### src/rtl/noc_pkg.sv
// rtl/noc_pkg.sv - shared port constants and types for the NoC switch allocator
package noc_pkg;

    localparam int NPORTS          = 5;
    localparam int PORT_NORTH      = 0;
    localparam int PORT_SOUTH      = 1;
    localparam int PORT_EAST       = 2;
    localparam int PORT_WEST       = 3;
    localparam int PORT_LOCAL      = 4;
    localparam int CREDITS_DEFAULT = 4;

    typedef logic [2:0] port_addr_t;

endpackage

### src/rtl/rr_arbiter.sv
// rtl/rr_arbiter.sv - five-way round-robin pick, searching upward from ptr
module rr_arbiter
    import noc_pkg::*;
(
    input  logic [NPORTS-1:0] req,
    input  port_addr_t        ptr,
    output logic [NPORTS-1:0] grant,
    output port_addr_t        winner
);

    logic [3:0] idx;
    logic       found;

    always_comb begin
        grant  = '0;
        winner = '0;
        found  = 1'b0;
        idx    = '0;
        for (int k = 0; k < NPORTS; k++) begin
            idx = {1'b0, ptr} + 4'(k);
            if (idx >= 4'(NPORTS)) begin
                idx = idx - 4'(NPORTS);
            end
            if (!found && req[idx]) begin
                grant[idx] = 1'b1;
                winner     = idx[2:0];
                found      = 1'b1;
            end
        end
    end

endmodule

### src/rtl/switch_allocator.sv
// rtl/switch_allocator.sv - per-output wormhole switch allocation with credit flow control
module switch_allocator
    import noc_pkg::*;
#(
    parameter int CREDITS = CREDITS_DEFAULT
) (
    input  logic        clk,
    input  logic        rst,
    input  logic [4:0]  req_valid_i,
    input  logic [14:0] req_port_i,
    input  logic [4:0]  req_tail_i,
    input  logic [4:0]  credit_incr_i,
    output logic [4:0]  pop_o,
    output logic [4:0]  out_valid_o,
    output logic [14:0] xbar_sel_o,
    output logic [4:0]  locked_o,
    output logic        err_o
);

    logic [NPORTS-1:0] locked_q;
    port_addr_t        owner_q  [NPORTS];
    port_addr_t        rr_ptr_q [NPORTS];
    logic [3:0]        credit_q [NPORTS];
    logic              err_q;

    logic [NPORTS-1:0] req_mat   [NPORTS];
    logic [NPORTS-1:0] arb_grant [NPORTS];
    port_addr_t        arb_win   [NPORTS];
    logic [NPORTS-1:0] grant     [NPORTS];
    port_addr_t        win       [NPORTS];
    logic              bad_port;

    // Requests to addresses 5..7 never reach any output's request vector.
    always_comb begin
        bad_port = 1'b0;
        for (int o = 0; o < NPORTS; o++) begin
            req_mat[o] = '0;
        end
        for (int i = 0; i < NPORTS; i++) begin
            if (req_valid_i[i]) begin
                if (req_port_i[3*i +: 3] >= port_addr_t'(NPORTS)) begin
                    bad_port = 1'b1;
                end else begin
                    req_mat[req_port_i[3*i +: 3]][i] = 1'b1;
                end
            end
        end
    end

    for (genvar g = 0; g < NPORTS; g++) begin : g_arb
        rr_arbiter u_arb (
            .req    (req_mat[g]),
            .ptr    (rr_ptr_q[g]),
            .grant  (arb_grant[g]),
            .winner (arb_win[g])
        );
    end

    always_comb begin
        pop_o       = '0;
        out_valid_o = '0;
        xbar_sel_o  = '0;
        for (int o = 0; o < NPORTS; o++) begin
            grant[o] = '0;
            win[o]   = '0;
            if (!rst && credit_q[o] != 4'd0) begin
                if (locked_q[o]) begin
                    if (req_mat[o][owner_q[o]]) begin
                        grant[o][owner_q[o]] = 1'b1;
                        win[o]               = owner_q[o];
                    end
                end else begin
                    grant[o] = arb_grant[o];
                    win[o]   = arb_win[o];
                end
            end
            pop_o          = pop_o | grant[o];
            out_valid_o[o] = |grant[o];
            if (out_valid_o[o]) begin
                xbar_sel_o[3*o +: 3] = win[o];
            end
        end
    end

    assign locked_o = locked_q;
    assign err_o    = err_q;

    always_ff @(posedge clk) begin
        if (rst) begin
            locked_q <= '0;
            err_q    <= 1'b0;
            for (int o = 0; o < NPORTS; o++) begin
                owner_q[o]  <= '0;
                rr_ptr_q[o] <= '0;
                credit_q[o] <= 4'(CREDITS);
            end
        end else begin
            if (bad_port) begin
                err_q <= 1'b1;
            end
            for (int o = 0; o < NPORTS; o++) begin
                if (out_valid_o[o]) begin
                    if (locked_q[o]) begin
                        if (req_tail_i[win[o]]) begin
                            locked_q[o] <= 1'b0;
                        end
                    end else begin
                        rr_ptr_q[o] <= (win[o] == 3'd4) ? 3'd0 : win[o] + 3'd1;
                        if (!req_tail_i[win[o]]) begin
                            locked_q[o] <= 1'b1;
                            owner_q[o]  <= win[o];
                        end
                    end
                end
                // Simultaneous grant and return cancel out.
                if (credit_incr_i[o] && !out_valid_o[o]) begin
                    if (credit_q[o] == 4'(CREDITS)) begin
                        err_q <= 1'b1;
                    end else begin
                        credit_q[o] <= credit_q[o] + 4'd1;
                    end
                end else if (out_valid_o[o] && !credit_incr_i[o]) begin
                    credit_q[o] <= credit_q[o] - 4'd1;
                end
            end
        end
    end

endmodule

### config.mk
export PLATFORM = sky130hd
export DESIGN_NAME = switch_allocator
export DESIGN_NICKNAME = d
export VERILOG_FILES = /design/src/rtl/noc_pkg.sv /design/src/rtl/rr_arbiter.sv /design/src/rtl/switch_allocator.sv
export SDC_FILE = /design/constraint.sdc
export NUM_CORES = 1
export LEC_CHECK = 0
export ABC_AREA = 1
export BUFFER_PORTS_ARGS = -buffer_cell sky130_fd_sc_hd__buf_2
export CAP_MARGIN = 15
export CORE_ASPECT_RATIO = 1.2
export CORE_UTILIZATION = 40
export CTS_BUF_LIST = sky130_fd_sc_hd__clkbuf_8 sky130_fd_sc_hd__clkbuf_16
export CTS_CLUSTER_DIAMETER = 150
export CTS_CLUSTER_SIZE = 10
export DETAILED_ROUTE_END_ITERATION = 16
export GPL_TIMING_DRIVEN = 0
export SLEW_MARGIN = 20
export SYNTH_ARGS = -nofsm -noshare
export SYNTH_HDL_FRONTEND = slang
export SYNTH_SLANG_ARGS = --single-unit
### constraint.sdc
create_clock -name clk -period 4.1 [get_ports clk]
set_clock_uncertainty 0.15 [all_clocks]
set_input_delay 0.82 -clock clk [delete_from_list [all_inputs] [get_ports clk]]
set_output_delay 0.82 -clock clk [all_outputs]
set_load 0.005 [all_outputs]
After elaboration in Yosys (flattened, before gate mapping) --
Memories as Yosys holds them, arrays and structs flattened. Index checks and enable logic that the tools add are counted.
Cells by class: add/sub/neg operators 60, magnitude comparators 105, equal/unequal tests 10, multiplexer cells 414, bitwise gates (word level) 53, reductions and logical operators 111
Operators by type and width (count):
- 25-bit 2-to-1 mux | 10
- 5-bit 2-to-1 mux | 41
- 1-bit 2-to-1 mux | 195
- 3-bit 2-to-1 mux | 61
- 4-bit 2-to-1 mux | 36
- 5-bit OR | 24
- 1-bit binary-select mux with 3-bit select | 35
- 4-bit by 1-bit greater-or-equal comparator with 1-bit output (second input constant) | 25
- 4-bit less-than comparator (second input constant) | 25
- 25-bit OR | 4
- 1-bit demux with 3-bit select | 30
- 4-bit by 3-bit greater-or-equal comparator with 1-bit output (second input constant) | 20
- 4-bit by 3-bit subtractor with 4-bit output (second input constant) | 20
- 5-bit demux with 3-bit select | 5
- 1-bit logical AND | 70
- 3-bit by 2-bit adder with 4-bit output (second input constant) | 10
- 3-bit by 4-bit less-than comparator with 1-bit output (second input constant) | 10
- 1-bit zero test | 31
- 3-bit greater-or-equal comparator (second input constant) | 10
- 5-bit OR reduction | 5
- 3-bit by 1-bit adder with 4-bit output (second input constant) | 5
- 3-bit by 3-bit adder with 4-bit output (second input constant) | 5
- 4-bit by 1-bit adder with 4-bit output (second input constant) | 5
- 4-bit by 3-bit == test with 1-bit output (second input constant) | 5
- other kinds (11) | 66
Word-level totals: flip-flop bits (word level) 6, bits in writable memories 50, input bits 32, output and inout bits 31, word-level logic and storage cells 762, memories kept 3
Memory list:
- credit_q | depth 5, width 4, rd ports 5, clocked after memory_dff 0, wr ports 5, RTL line switch_allocator.sv:23 | logic [3:0] credit_q [NPORTS];
- owner_q | depth 5, width 3, rd ports 5, clocked after memory_dff 0, wr ports 5, RTL line switch_allocator.sv:21 | port_addr_t owner_q [NPORTS];
- rr_ptr_q | depth 5, width 3, rd ports 5, clocked after memory_dff 0, wr ports 5, RTL line switch_allocator.sv:22 | port_addr_t rr_ptr_q [NPORTS];

Logic depth before layout (Yosys ltp) --
Gate-level depths: netlist of run 1.
depth in word-level cells 49, gate-level depth with buffers 34, mapped depth without buffers 33

Modules after synthesis --
Synthesis of run 1 repeated with hierarchy kept, for this count alone.
Unflattened totals: cells, all modules 2204, area total of the unflattened synthesis 12903.6 um2
Modules (own cells, without submodules):
- switch_allocator | instances 1, cells each 787, area an instance 5615.4 um2, sequential area each 1621.6 um2
- rr_arbiter (g_arb[1].u_arb ...) | instances 3, cells each 290, area an instance 1477.7 um2, sequential area each 0.0 um2
- rr_arbiter (g_arb[0].u_arb) | instances 1, cells each 292, area an instance 1493.9 um2, sequential area each 0.0 um2
- rr_arbiter (g_arb[4].u_arb) | instances 1, cells each 255, area an instance 1361.3 um2, sequential area each 0.0 um2

Worst setup path before layout of run 1 --
Ideal clock, no wire load.
path kind register -> register, start point mem rr_ptr_q[0][0] in the netlist's numbering, end point mem credit_q[0][3] (data pin), library setup time 0.250 ns, data arrival time 4.080 ns, required time 3.700 ns, slack -0.380 ns, cell stages (with the launch flop) 33, buffers on the path 1, clock period less this slack 4.480 ns, cells stage by stage edfxtp_1 > buf_4 > inv_2 > ha_1 > inv_1 > fa_1 > inv_1 > nand2_1 > o21ai_1 > nor2_1 > nand2_1 > nand2_1 > inv_1 > nand2_1 > nand3_2 > nor2_1 > nand2_1 > nor2_1 > nor2_1 > nand2_1 > nand2_1 > nand2_1 > nor2_4 > inv_2 > nand2_2 > inv_1 > ha_1 > a21oi_1 > nand2_1 > xor2_1 > xor2_1 > inv_1 > nor2_1
RTL lines (RTL line):
- start: declaration | switch_allocator.sv:22
- end: declaration | switch_allocator.sv:23

==> impl_metrics.toml, run 1 <==
[sta]
drv_slew = 0
maxSlewHeadroom_pct = 43.5
fmax_mhz = 218
worstMarginPinSlew_ns = 0.843
min_period_over_period_pct = 112
period_needed_ns = 4.58
grt_setup_unrepaired = "yes"
setup_tns_ns = -18.36
worst_slack_ns = -0.481
hold_viol_final = 0
setup_viol = 77

[clock_tree]
cts_sinks = 56
path_clk_slew_ns = 0.07
clk_latency_ns = 0.30
ctsHtreeMaxLevel = 2
cts-root-buf = "clkbuf_16"
cts_tree = "done"
cts_buffers = 5
cts_max_path_buffers = 2
cts_hold_buf = 0

[synth]
yosysTopAreaCellShare_pct = 18.9
synthCells = 2089
async_reset_ff_share_pct = 0
synth.distinct_cells = 53
synthTopCellsByArea = "nand2_1 19%, edfxtp_1 13%, nand3_1 11%"
post_synth_and_or_nand_nor_area_fraction_pct = 50.2
synth_fa_ha_area_share_pct = 9.46
synth_compound_area_share_pct = 11.9
synth_area_um2 = 11800
synth.ff_latch_count = 56
synth_top_flop_cell = "edfxtp_1"
synth_top_family_by_area = "simple AND/OR/NAND/NOR gates"
synth-seq-area-share_pct = 13.7
synth_xor_area_share_pct = 3.63
ys_warn_count = 0
synth-edff-count = 50
yosysTopAreaCell = "nand2_1"
synth.net_count = 2205
muxShareOfSynthArea_pct = 0
synth_area_per_cell_um2 = 5.66

[worst_setup_path]
cp.required_ns = 3.13
critPathArrivalTime_ns = 3.61
reg2reg_to = "credit_q[0][3]$_SDFFCE_PP0P_"
critical_path_class = "register to primary output"
setup.worst_path.end_class = "primary output"
worstReg2RegStart = "rr_ptr_q[0][0]$_SDFFCE_PP0P_"
reg2reg_setup_slack_ns = -0.41
cp_max_fo = 6
rr_worst_depth = 32
cp-start-kind = "register"

[floorplanning]
die_w_um = 159
rows = 68
die-area_um2 = 30300
core_area_um2 = 28900
chipHeight_um = 190
io_pins = 63
start_util_pct = 40.9

[route]
ant_nets = 0
routed_wl_um = 46600
drc = 0
vias = 15400
post_drt_wl_per_cell_um = 16.7
vias_per_cell = 5.50
dr.pass1.iters = 6
drt-initial-drc-count = 1194

[layout]
final_nets = 2524
fill_cells = 2775
ff_latch_area_um2 = 1620
final_util_pct = 59.7
multi_input_area_um2 = 11100
drive_gt1_share_pct = 35.4
final_area_um2 = 17300
area_growth_pct = 45.9

[global_routing]
grt_pass1_vias = 14200
grt_start_max_net_pins = 18
grt.met1_usage_pct = 35.0
grt.met3_usage_pct = 4.35
overflow = 0
antenna_found_initial = 3
top_usage_layer = "met2"
track_usage_pct = 28.8
grt_pass1_wl_um = 70300
grtUsageMet2_pct = 50.5

[flow_run]
max_cap_violations = 0

[place]
place.detailed.hpwl_um = 33000
place_congestion = 1.01
port_buffers = 62
placed_area_um2 = 13000
dp_slack_ns = -1.14

[worst_hold_path]
holdPathStages = 1
hold_path_startpoint = "credit_q[1][0]$_SDFFCE_PP0P_"
min_to = "credit_q[1][0]$_SDFFCE_PP0P_"
hold_path.class = "register to register"

[outcome]
outcome = "finished, violations left"
failed_checks = "setup timing"
## through the flow
step	std cells	hold WS, ns
floorplan	2089	0.414
global placement	2536	0.473
detailed placement	2536	0.471
CTS	2726	0.485
global route	2794	0.505
finish	2795	0.473
## state kept, by name, indices dropped and copies added (netlist names)
signal    count
rr_ptr_q     15
err_o         1
credit_q     20
owner_q      15
locked_o      5
## routing by layer
metal	vias to the layer above	wire (um)
met5	-	10
met4	2	1680
met3	131	3630
met2	607	22400
met1	7120	18900
li1	7509	-
## cells in the mapped netlist (3+ instances only)
library cell  number
nand2_1          597
o211ai_1           8
buf_4              6
buf_6              3
or2_2              6
a21oi_1           95
nand3_2           17
dfxtp_1            6
xnor2_1            4
a31oi_1           10
inv_2             18
nand4_1           69
o21bai_1           7
inv_1            282
o21ai_2            4
nor4_1            17
nand3b_1           7
fa_1               9
nor2_2            22
buf_2              7
a211oi_1           4
a21oi_4            3
o31ai_1            5
clkinv_1           5
ha_1              75
a21oi_2            7
o21ai_0           61
nand2_2           22
nor3_1            34
nor2_4             9
edfxtp_1          50
clkbuf_1           8
nand3_1          261
xor2_1            45
nor2_1           256
o22ai_1            7
o21ai_1           19
## worst max-delay path, cell delays in order, from the launching register on
cell and delay, ns:
edfxtp_1 0.47, buf_6 0.18, inv_8 0.06, ha_4 0.12
inv_2 0.04, fa_2 0.41, inv_2 0.11, nand2_8 0.10
o21ai_4 0.28, nand3_1 0.12, nand2_1 0.10, nand2_2 0.09
inv_2 0.07, nand2_4 0.06, nand3_4 0.09, nor2_4 0.05
nand2_2 0.07, nor2_1 0.04, nor2_1 0.14, nand2_1 0.09
nand2_2 0.08, nand2_2 0.07, nor2_4 0.22, inv_2 0.10
buf_2 0.14
## layout by cell type, fill, tap and decap left out, types with 8 or more instances in the layout
cell      instances
nor3_1           25
clkbuf_1          8
o21ai_1          14
inv_2            51
buf_4           211
o21ai_2          17
nand2_1         477
ha_4             21
inv_1           235
nand3_1         191
a21oi_4           8
buf_6            53
ha_1             48
xor2_1           32
inv_4            11
o21ai_4          20
a21oi_2          13
nor2_1          199
buf_2            57
edfxtp_1         50
nand3_4          19
nand3_2          69
nor2_2           52
a21oi_1          84
nand4_1          69
nor4_1           17
o21ai_0          33
o211ai_1          8
nand2_4          37
xor2_2            8
nor2_4           36
nand2_2         104
a31oi_1          10
## kinds of logic after synthesis
group           count (synthesis)
fa+ha+maj                      84
buf+inv                       332
compound gates                243
simple gates                 1325
xor+xnor                       49
flops                          56
## repair_timing
action | in CTS | in global routing
gates cloned | 3 | 0
gates resized for setup | 353 | 215
pin swaps | 157 | 143
setup endpoints to repair | 115 | 114
setup buffers | 182 | 70
## final cells by class
| type | count | area share [%] |
|---|---|---|
| inverters | 306 | 7.02 |
| plain buffers | 23 | 1.02 |
| well taps | 385 | 2.79 |
| clock buffers | 5 | 0.725 |
| clock inverters | 3 | 0.246 |
| flip-flops and latches | 56 | 9.39 |
| multi-input cells | 1701 | 64.3 |
| repair buffers | 315 | 14.5 |
| diodes | 1 | 0.0145 |
## worst max-delay path by stage
stage / slack (ns) / endpoint / cells after the start / start
after floorplan: -0.05 / credit_q[0][3]$_SDFFCE_PP0P_ / 29 / rr_ptr_q[0][0]$_SDFFCE_PP0P_
after global placement: -1.16 / rr_ptr_q[0][2]$_SDFFCE_PP0P_ / 22 / rr_ptr_q[0][12]$_SDFFCE_PP0P_
after detailed placement: -1.14 / rr_ptr_q[0][2]$_SDFFCE_PP0P_ / 22 / rr_ptr_q[0][12]$_SDFFCE_PP0P_
after CTS: -0.36 / out_valid_o[0] / 22 / rr_ptr_q[0][1]$_SDFFCE_PP0P_
after global routing: -0.65 / credit_q[0][3]$_SDFFCE_PP0P_ / 31 / rr_ptr_q[0][0]$_SDFFCE_PP0P_
final: -0.48 / out_valid_o[0] / 24 / rr_ptr_q[0][0]$_SDFFCE_PP0P_
Power of run 1 is not shown: default switching activity piles up to over one toggle a cycle in this logic, so the estimate is an artifact.
==> inputs of run 2 (changes only) <==
Clock period 4.1 ns to 5.5 ns, I/O delays scaled along.
==> impl_metrics.toml, run 2 (synthesized netlist as in run 1, its figures left out) <==
[outcome]
outcome = "finished clean"

[worst_setup_path]
startpoint = "req_port_i[14]"
reg2reg_to = "credit_q[1][3]$_SDFFCE_PP0P_"
cp.required_ns = 4.25
critical_path_class = "input pin to primary output"
critPathArrivalTime_ns = 4.06
setup.worst_path.end_class = "primary output"
crit_buf_inv = 6
cp_max_fo = 10
cp-start-kind = "input pin"
crit_end = "xbar_sel_o[9]"
crit_family = "simple AND/OR/NAND/NOR gates"
worstReg2RegStart = "rr_ptr_q[0][3]$_SDFFCE_PP0P_"
worst_path_most_repeated_cell = "nand2_1"
rr_worst_depth = 25
worstPathCellList = "buf_2, inv_1, nand2_1, nor2_1, inv_1, nor2_2, nand2_1, nand2_1, nand3_2, buf_4, nand3_1, nand2_1, inv_1, nand2_1, nor2_1, nand2_1, nand2_1, nand2_1, nor2_4, nor2_1, buf_2"
cp.depth = 21
crit_slowest_cell = "nor2_1"
reg2reg_setup_slack_ns = 0.39
max_stage_delay_ns = 0.60

[clock_tree]
cts-root-buf = "clkbuf_16"
clk_latency_ns = 0.32
cts_max_path_buffers = 2
ctsHtreeMaxLevel = 2
cts_tree = "done"
path_clk_slew_ns = 0.08
cts_buffers = 5
cts_sinks = 56
cts_hold_buf = 0

[floorplanning]
chipHeight_um = 190
start_util_pct = 40.9
rows = 68
core_area_um2 = 28900
io_pins = 63
die_w_um = 159
die-area_um2 = 30300

[place]
place_congestion = 0.981
port_buffers = 62
place.detailed.hpwl_um = 33200
place_inst = 2537

[layout]
most-common-layout-cells = "595 x nand2_1, 281 x inv_1, 260 x nand3_1"
final_common_cell = "nand2_1"
ff_latch_area_um2 = 1620
area_growth_pct = 10.8
drive_gt1_share_pct = 11.6
fill_cells = 3202
final_nets = 2299
n_antenna_cell = 0
largest_registers = "credit_q x20, owner_q x15, rr_ptr_q x15"
instances_no_fill = 2569
multi_input_area_um2 = 9030
largest_reg_flops = 20
largest-register = "credit_q"

[sta]
worstMarginPinSlew_ns = 1.00
drv_slew = 0
min_period_over_period_pct = 96.5
fmax_mhz = 188
setup_viol = 0
period_needed_ns = 5.31
hold_viol_final = 0
maxSlewHeadroom_pct = 32.5

[global_routing]
overflow = 0
grt_start_max_net_pins = 20
grt_pass1_vias = 12400
grt_pass1_wl_um = 64300
track_usage_pct = 26.3
antenna_found_initial = 0

[route]
drt-initial-drc-count = 1212
vias_per_cell = 5.42
vias = 13900
routed_wl_um = 41000
drc = 0
dr.pass1.iters = 8
ant_nets = 0
post_drt_wl_per_cell_um = 15.9

[flow_run]
max_cap_violations = 0

[worst_hold_path]
hold_path.class = "register to register"
==> run 2: cell count changes in the layout (fill, tap and decap cells not counted), sizes merged <==
| cell | before | now |
|---|---|---|
| buf | 329 | 104 |
| bufinv | 1 | 0 |
| clkinv | 6 | 3 |
| clkinvlp | 1 | 4 |
| diode | 1 | 0 |
| inv | 301 | 302 |
==> run 2: through the flow <==
| step | instance area [um^2] | setup WS (ns) | util, % | hold WS, ns | TNS (ns) |
|---|---|---|---|---|---|
| after floorplan | 11800 | 1.02 | - | 0.414 | 0 |
| after global placement | 12600 | -0.142 | 43.6 | 0.469 | -1.60 |
| after detailed placement | 12600 | 0.0432 | 43.7 | 0.478 | 0 |
| after CTS | 12800 | 0.00262 | 44.4 | 0.490 | 0 |
| after global routing | 13100 | -0.0293 | 45.3 | 0.506 | -0.0293 |
| final | 13100 | 0.193 | 45.3 | 0.489 | 0 |
==> run 2: repair_timing <==
item	in CTS	in global routing
pin swaps	0	4
setup buffers	1	23
setup endpoints to repair	10	36
gates cloned	0	0
gates resized for setup	7	29
==> run 2: worst min-delay path by stage <==
| stage | slack (ns) | from | end | cells after the start |
|---|---|---|---|---|
| 6_report | 0.49 | credit_q[1][0]$_SDFFCE_PP0P_ | credit_q[1][0]$_SDFFCE_PP0P_ | 1 |
| 5_1_grt | 0.51 | credit_q[2][0]$_SDFFCE_PP0P_ | credit_q[2][0]$_SDFFCE_PP0P_ | 1 |
| 4_1_cts | 0.49 | credit_q[2][0]$_SDFFCE_PP0P_ | credit_q[2][0]$_SDFFCE_PP0P_ | 1 |
| 3_5_place_dp | 0.48 | credit_q[2][0]$_SDFFCE_PP0P_ | credit_q[2][0]$_SDFFCE_PP0P_ | 1 |
| 3_3_place_gp | 0.47 | credit_q[1][0]$_SDFFCE_PP0P_ | credit_q[1][0]$_SDFFCE_PP0P_ | 1 |
| 2_1_floorplan | 0.41 | locked_o[0]$_SDFFE_PP0N_ | locked_o[0]$_SDFFE_PP0N_ | 2 |
==> run 2: cell type report <==
class,instances,share of cell area [%]
buffer,26,1.25
clock buffer,5,0.954
clock inverter,3,0.191
inverter,306,8.89
multi-input combinational,1701,68.9
sequential,56,12.4
tap,385,3.67
timing repair buffer,87,3.80
==> run 2: per-layer routing <==
metal | GRT usage [%] | vias up | part of all wire (%)
met1 | 34.7 | 6306 | 44
met2 | 44.9 | 487 | 47
li1 | - | 7054 | -
met5 | 0 | - | 0
met3 | 2.76 | 78 | 6.2
met4 | 8.58 | 0 | 3.0
Power of run 2 is left out for the same reason.
==> inputs of run 3 (changes only) <==
Settings changed: GPL_TIMING_DRIVEN 0 to unset, PLACE_DENSITY_LB_ADDON set to 0.3.
==> impl_metrics.toml, run 3 (synthesized netlist as in run 1, its figures left out) <==
[outcome]
outcome = "finished clean"

[layout]
most-common-layout-cells = "597 x nand2_1, 280 x inv_1, 261 x nand3_1"
n_antenna_cell = 0
final_common_cell = "nand2_1"
final_nets = 2284
area_growth_pct = 9.05
largest-register = "credit_q"
drive_gt1_share_pct = 10.4
final_area_um2 = 12900
largest_reg_flops = 20
largest_registers = "credit_q x20, owner_q x15, rr_ptr_q x15"

[worst_hold_path]
holdPathStages = 1
hold_path.class = "register to register"

[sta]
period_needed_ns = 5.21
min_period_over_period_pct = 94.8
worst_slack_ns = 0.287
drv_slew = 0
setup_viol = 0
maxSlewHeadroom_pct = 45.8
setup_tns_ns = 0
hold_viol_final = 0
grt_setup_unrepaired = "yes"
worstMarginPinSlew_ns = 0.807
fmax_mhz = 192

[clock_tree]
path_clk_slew_ns = 0.08
clk_latency_ns = 0.31
cts_tree = "done"
cts_max_path_buffers = 2
ctsHtreeMaxLevel = 2
cts_sinks = 56
cts-root-buf = "clkbuf_16"
cts_buffers = 5

[route]
vias = 14100
ant_nets = 0
dr.pass1.iters = 9
post_drt_wl_per_cell_um = 15.6
vias_per_cell = 5.54
drt-initial-drc-count = 1357
drc = 0
routed_wl_um = 39800

[place]
place_congestion = 0.991
placed_area_um2 = 12700
port_buffers = 62
dp_slack_ns = 0.330
place.detailed.hpwl_um = 32500

[worst_setup_path]
critical_path_class = "register to primary output"
setup.worst_path.end_class = "primary output"
max_stage_delay_ns = 0.50
critPathArrivalTime_ns = 3.96
worst_path_most_repeated_cell = "nand2_1"
cp.required_ns = 4.25
rr_worst_depth = 31
cp_max_fo = 10
worstPathCellList = "inv_2, ha_1, ha_1, nand2_1, nand2_1, nand2_1, a21oi_1, nand2_1, nor2_1, nor2_1, inv_1, nand2_1, nor2_4, nand2_1, nand2_1, nand2_1, nand2_1, nand2_1, nand2_1, nor2_4, nor2_1, buf_2"
crit_slowest_cell = "ha_1"
reg2reg_setup_slack_ns = 0.50
cp-start-kind = "register"

[floorplanning]
die-area_um2 = 30300
die_w_um = 159
rows = 68
core_area_um2 = 28900
start_util_pct = 40.9
io_pins = 63
chipHeight_um = 190

[global_routing]
top_usage_layer = "met2"
grt_start_max_net_pins = 19
grtUsageMet2_pct = 44.2
track_usage_pct = 25.7
overflow = 0
grt.met1_usage_pct = 32.3
grt.met3_usage_pct = 2.87
grt_pass1_vias = 12700
antenna_found_initial = 0
grt_pass1_wl_um = 63400

[flow_run]
max_cap_violations = 0
==> run 3: cell count changes in the layout (fill, tap and decap cells not counted), moves of 4 or more <==
cell        before  now
buf_2           69   62
buf_4           31   36
clkbuf_1         8    0
clkinvlp_4       4    0
nor2_1         252  256
nor2_2          25   21
nor3_1          29   34
nor3_2           5    0
==> run 3: per-layer routing <==
layer  vias up  wire (um)
met5         -          0
met4         0       1740
met1      6380      16600
met3       114       3040
met2       628      18400
li1       7015          -
==> run 3: final cells by class <==
class,instances,area [um^2]
Sequential cell,56,1620
Timing Repair Buffer,98,581
Multi-Input combinational cell,1701,8920
Tap cell,385,482
Clock buffer,5,125
Inverter,306,1150
Clock inverter,3,17.5
Fill cell,3148,16000
==> run 3: through the flow <==
stage               std cells  hold slack, ns  util [%]
floorplan                2089           0.414         -
global placement         2540           0.482      43.8
detailed placement       2540           0.484      43.8
CTS                      2548           0.498      44.3
global route             2554           0.528      44.6
finish                   2554           0.492      44.6
==> run 3: path summary, 6_finish.rpt <==
path | to | from
hold / removal | credit_q[1][0]$_SDFFCE_PP0P_ | credit_q[1][0]$_SDFFCE_PP0P_
setup reg to reg | credit_q[0][3]$_SDFFCE_PP0P_ | rr_ptr_q[0][1]$_SDFFCE_PP0P_
setup / recovery | xbar_sel_o[0] | rr_ptr_q[0][1]$_SDFFCE_PP0P_
hold reg to reg | credit_q[1][0]$_SDFFCE_PP0P_ | credit_q[1][0]$_SDFFCE_PP0P_
==> run 3: repair_timing <==
item                                    in CTS  in global routing
hold buffers                                 0                  0
gates resized for setup                      0                 12
endpoints found under the setup margin       0                 16
setup buffers                                0                  6
==> run 3: critical path, delay by kind of cell, from the launching register on <==
kind | cells | cell delay [ns]
adders and majority gates | 2 | 0.72
AOI/OAI and AO/OA | 1 | 0.31
buffers and inverters | 3 | 0.37
DFF | 1 | 0.49
and+or+nand+nor | 16 | 1.74
Power of run 3 is left out for the same reason.
